$ cat src/rtl/flag_register_stack.sv
// Status-flag register with per-bit write enables and a LIFO save/restore stack.
// Define FLAG_STACK_ERR_EN to build the sticky ovf_err/unf_err registers.
module flag_register_stack #(
   parameter int NUM_FLAGS   = 4,
   parameter int STACK_DEPTH = 4,
   localparam int CNT_W      = $clog2(STACK_DEPTH + 1)
) (
   input  logic                 clock,
   input  logic                 reset,
   input  logic [NUM_FLAGS-1:0] flags_in,
   input  logic [NUM_FLAGS-1:0] flag_we,
   input  logic                 push,
   input  logic                 pop,
   output logic [NUM_FLAGS-1:0] flags_out,
   output logic [CNT_W-1:0]     stack_count,
   output logic                 stack_full,
   output logic                 stack_empty,
   output logic                 ovf_err,
   output logic                 unf_err
);

   localparam int IDX_W = $clog2(STACK_DEPTH);
   localparam logic [CNT_W-1:0] DEPTH_C = CNT_W'(STACK_DEPTH);

   logic [NUM_FLAGS-1:0] flags_q, flags_d;
   logic [NUM_FLAGS-1:0] stack_q [STACK_DEPTH];
   logic [NUM_FLAGS-1:0] stack_d [STACK_DEPTH];
   logic [CNT_W-1:0]     count_q, count_d;

   logic                 full, empty;
   logic [IDX_W-1:0]     wr_idx, top_idx;
   logic [NUM_FLAGS-1:0] merged;
   logic                 op_swap, op_rest, op_unf, op_save, op_ovf;

   assign full    = (count_q == DEPTH_C);
   assign empty   = (count_q == '0);
   assign wr_idx  = IDX_W'(count_q);
   assign top_idx = IDX_W'(count_q - CNT_W'(1));
   assign merged  = (flags_q & ~flag_we) | (flags_in & flag_we);

   // Mutually exclusive operation decode; push+pop on empty falls to op_unf
   assign op_swap = push & pop & ~empty;
   assign op_rest = pop & ~push & ~empty;
   assign op_unf  = pop & empty;
   assign op_save = push & ~pop & ~full;
   assign op_ovf  = push & ~pop & full;

   always_comb begin
      flags_d = flags_q;
      count_d = count_q;
      stack_d = stack_q;
      unique case (1'b1)
         op_swap: begin
            flags_d          = stack_q[top_idx];
            stack_d[top_idx] = flags_q;
         end
         op_rest: begin
            flags_d = stack_q[top_idx];
            count_d = count_q - CNT_W'(1);
         end
         op_save: begin
            stack_d[wr_idx] = flags_q;
            flags_d         = merged;
            count_d         = count_q + CNT_W'(1);
         end
         default: flags_d = merged;
      endcase
   end

   always_ff @(negedge clock) begin
      if (reset) begin
         flags_q <= '0;
         count_q <= '0;
         for (int i = 0; i < STACK_DEPTH; i++) begin
            stack_q[i] <= '0;
         end
      end else begin
         flags_q <= flags_d;
         count_q <= count_d;
         stack_q <= stack_d;
      end
   end

   assign flags_out   = flags_q;
   assign stack_count = count_q;
   assign stack_full  = full;
   assign stack_empty = empty;

`ifdef FLAG_STACK_ERR_EN
   logic ovf_q, ovf_d;
   logic unf_q, unf_d;

   always_comb begin
      ovf_d = ovf_q | op_ovf;
      unf_d = unf_q | op_unf;
   end

   always_ff @(negedge clock) begin
      if (reset) begin
         ovf_q <= 1'b0;
         unf_q <= 1'b0;
      end else begin
         ovf_q <= ovf_d;
         unf_q <= unf_d;
      end
   end

   assign ovf_err = ovf_q;
   assign unf_err = unf_q;
`else
   logic unused_err_ev;
   assign unused_err_ev = op_ovf | op_unf;
   assign ovf_err       = 1'b0;
   assign unf_err       = 1'b0;
`endif

endmodule
$ cat config.mk
export PLATFORM = sky130hd
export DESIGN_NAME = flag_register_stack
export DESIGN_NICKNAME = d
export VERILOG_FILES = /design/src/rtl/flag_register_stack.sv
export SDC_FILE = /design/constraint.sdc
export NUM_CORES = 1
export LEC_CHECK = 0
export CORE_MARGIN = 5
export CORE_UTILIZATION = 53
export CTS_CLUSTER_DIAMETER = 200
export CTS_CLUSTER_SIZE = 24
export DETAILED_ROUTE_END_ITERATION = 7
export PLACE_DENSITY_LB_ADDON = 0.15
export SYNTH_ARGS = -nofsm -noshare
export SYNTH_HDL_FRONTEND = slang
export SYNTH_SLANG_ARGS = --single-unit
$ cat constraint.sdc
create_clock -name clock -period 3.38 [get_ports clock]
set_input_delay 0.676 -clock clock [delete_from_list [all_inputs] [get_ports clock]]
set_output_delay 0.676 -clock clock [all_outputs]
set_load 0.05 [all_outputs]
After elaboration in Yosys (flattened, before gate mapping)
Index checks and enable logic that the tools add are counted.
{"block": "totals", "inputBits": 12, "register_bits": 23, "out_inout_bits": 11}
{"block": "classes", "n_eq_ne": 1, "n_reduce_logical": 6, "bitwise": 16, "n_lt_le_gt_ge": 4, "n_mux": 12, "n_addsub": 2}
{"op": "$bwmux 16", "count": 2}
{"op": "$pmux 16 s2", "count": 1}
{"op": "$mux 4", "count": 5}
{"op": "$demux 4 s2", "count": 2}
{"op": "$and 4x4->4", "count": 2}
{"op": "$bmux 4 s2", "count": 1}
{"op": "$and 1x1->1", "count": 6}
{"op": "$ge 3x3->1 const B", "count": 2}
{"op": "$lt 3x1->1 const B", "count": 2}
{"op": "$not 2->3", "count": 2}
{"op": "$pmux 3 s2", "count": 1}
{"op": "$not 1->1", "count": 4}
{"op": "$not 4->4", "count": 1}
{"op": "$or 4x4->4", "count": 1}
{"op": "$reduce_bool 2->1", "count": 2}
{"op": "$add 3x1->3 const B", "count": 1}
{"op": "$eq 3x3->1 const B", "count": 1}
{"op": "$logic_not 3->1", "count": 1}
{"op": "$sub 3x1->3 const B", "count": 1}
{"op": "$logic_and 1x1->1", "count": 2}
{"op": "$reduce_or 2->1", "count": 1}

Longest topological paths before layout
Gate-level depths: netlist of run 1.
{"block": "logic_depth", "ltp_word": 8, "ltp_mapped": 8}

==> results.yml, run 1 <==
status:
  outcome: "complete, but fails checks"
  violations: "negative setup slack"
final_layout:
  area_growth_pct: 52.6
  fin_nets: 221
  n_antenna_cell: 0
  post_route_cells_drive_above_1_share_pct: 33.2
  n_fill_cell: 132
  utilization_pct: 83.2
  design_area_mm2: 0.00202
clock_network:
  h-tree-depth: 1
  cts_tree: "done"
  clk_latency_ns: 0.43
  clockBufferDepth: 2
  holdBufCountCts: 0
  cts_buffers: 3
  root_buffer: "clkbuf_4"
  clkSlewWorstSetupHoldPaths_ns: 0.04
  cts.sinks: 23
grt:
  grt_pass1_wl_um: 5680
  grt_usage_pct: 21.5
  grt_remaining_overflow: 0
  grt_max_degree: 18
  antenna_found_initial: 0
  first_global_vias: 1310
placement:
  gp_congestion: 0.839
  place_area_mm2: 0.00177
  port_buffers: 20
  dp_hpwl_um: 2320
  pre_cts_ws_ns: -0.649
synth:
  synth.most_common_cell: "dfxtp_1"
  synth_seq_cells: 23
  yosysSeqAreaShare_pct: 34.7
  synthCells: 140
  synth_top_area_share_pct: 34.7
  syn_area_per_cell_um2: 9.47
  netlist_area_mm2: 0.00133
  ys_top_cells_by_area: "dfxtp_1 35%, mux2i_1 12%, mux4_2 6.8%, ha_1 5.7%, o21ai_0 4.2%"
  synth_top_area_cell: "dfxtp_1"
  yosys_warnings: 0
  ys_async_sr_fraction_pct: 0
  ys_types: 30
  synth_edf_count: 0
  synth-main-ff-cell: "dfxtp_1"
  synth_common_cells: "23 x dfxtp_1, 16 x mux2i_1, 13 x nor2_1"
detailed_routing:
  drt-total-wl_um: 3870
  postRouteAntennaNets: 0
  vias_per_cell: 5.80
  dr_total_vias: 1345
  first_pass_iters: 4
  wl_per_cell_um: 16.7
  drt-initial-drc-count: 70
  drcViolationCount: 0
floorplan:
  core_region_area_mm2: 0.00243
  initial_core_util_pct: 54.5
  die_x_um: 60.0
  rows: 18
  die_y_um: 60.0
  die_area_mm2: 0.00360
  io_pins: 23
run:
  cap_violations: 0
timing:
  final-max-slew-violation-count: 0
  final_hold_viol_count: 0
  setup_slack_ns: -0.296
  rsz0062_at_grt: "yes"
  report.final.setup_viol: 4
  finClkSkew_ns: 0.0418
  hold_slack_ns: 0.485
critical_path:
  r2r_start: "stack_count[0]$_SDFFE_NP0P_"
  cp-endpoint: "stack_empty"
  r2r_cells: 9
  critPathTopFamily: "flip-flops"
  crit_path_end_kind: "output port"
  crit_start: "stack_count[0]$_SDFFE_NP0P_"
  crit_cells: 5
  r2r_end: "stack_q[11]$_SDFFE_NP0P_"
  r2r_slack_ns: 1.53
  critPathBufInv: 3
  critPathKind: "register to output port"
  cp_slowest_stage_delay_ns: 0.36
  critical_path.startpoint_type: "register"
  worst_path_max_delay_cell: "dfxtp_4"
  cp.required_ns: 2.70
  worst_ep_arrival_time_ns: 3.00
  path_cells: "inv_4 > ha_4 > nand2b_4 > clkinvlp_4 > buf_12"
  crit_fanout: 3
power_and_ir_drop:
  ir_worst_vdd_uv: 468
  p_leak_nw: 0.866
  total_power_w: 0.00106
  power_density_mw_per_mm2: 524
hold_path:
  holdCritPathClass: "register to register"
==> per-layer routing <==
metal / vias up / track usage [%] / routed length [µm]
met2: 67 / 36.4 / 1950
li1: 614 / - / -
met4: 0 / 13.3 / 157
met1: 648 / 22.9 / 1480
met3: 16 / 7.13 / 287
met5: - / 0 / 0
==> area by class of cell <==
| class | instances | area, µm² | area share [%] |
|---|---|---|---|
| Sequential cell | 23 | 479 | 23.7 |
| Multi-Input combinational cell | 99 | 826 | 40.8 |
| Inverter | 7 | 38.8 | 1.92 |
| Clock inverter | 24 | 116 | 5.75 |
| Timing Repair Buffer | 46 | 504 | 24.9 |
| Tap cell | 30 | 37.5 | 1.85 |
| Clock buffer | 3 | 22.5 | 1.11 |
==> per-stage QoR <==
step	std cells	TNS (ns)
after floorplan	141	-0.585
after global placement	196	-12.39
after detailed placement	196	-13.24
after CTS	226	-0.713
after global routing	232	-0.994
final	232	-0.861
==> timing repair <==
item                       4_1_cts  5_1_grt
buffers inserted                 4        6
pin swaps                        2        1
setup endpoints to repair       32       13
resized for setup                7       13
==> placed cells by master (no fill, tap or decap), types with 4 or more instances in the layout <==
master           Yosys  final
a21oi_1             10     10
buf_12               0     10
a211oi_1             6      6
o21ai_0             11     11
mux2i_1             16     16
nor2_1              13     13
ha_1                 6      5
mux4_2               4      4
nand3_1              8      8
inv_1                7     25
clkdlybuf4s50_1      0     10
buf_4                2     22
dfxtp_4              0      4
dfxtp_1             23     16
==> worst min path at each step <==
stage          cells after the start                      from                       end  slack (ns)
2_1_floorplan                      2  stack_q[12]$_SDFFE_NP0P_  stack_q[12]$_SDFFE_NP0P_        0.45
3_3_place_gp                       2   stack_q[2]$_SDFFE_NP0P_   stack_q[2]$_SDFFE_NP0P_        0.46
3_5_place_dp                       2  stack_q[12]$_SDFFE_NP0P_  stack_q[12]$_SDFFE_NP0P_        0.47
4_1_cts                            2  stack_q[12]$_SDFFE_NP0P_  stack_q[12]$_SDFFE_NP0P_        0.47
6_report                           2   stack_q[2]$_SDFFE_NP0P_   stack_q[2]$_SDFFE_NP0P_        0.48
5_1_grt                            2  stack_q[15]$_SDFFE_NP0P_  stack_q[15]$_SDFFE_NP0P_        0.51
==> power breakdown <==
part / switching, W / internal, W
clock network: 0.000179 / 0.000155
logic: 0.000210 / 0.000202
registers: 0.0000241 / 0.000291
total: 0.000413 / 0.000648
==> worst min-delay path: cells and delay by family, from the launching register on <==
kind           cells  cell delay, ns
AO/OA/AOI/OAI      2            0.14
flip-flops         1            0.30
==> cell families after synthesis <==
logic type | count (synthesis) | share of synthesized area (%)
DFF | 23 | 34.7
and+or+nand+nor | 32 | 11.1
adders and majority gates | 6 | 5.66
muxes | 22 | 20.6
xor gates and xnor gates | 3 | 2.55
other | 1 | 0.283
AOI/OAI and AO/OA | 34 | 18.1
buffers and inverters | 19 | 6.98
Note: power is estimated with default switching activity, not from simulation.
==> run 2, diff against run 1 <==
--- a/config.mk
+++ b/config.mk
@@ -5,6 +5,7 @@
 export SDC_FILE = /design/constraint.sdc
 export NUM_CORES = 1
 export LEC_CHECK = 0
+export ABC_CLOCK_PERIOD_IN_PS = 3380
 export CORE_MARGIN = 5
 export CORE_UTILIZATION = 53
 export CTS_CLUSTER_DIAMETER = 200
==> results of run 2 <==
Same layout as run 1: the final DEF is identical, and so are final timing and power.
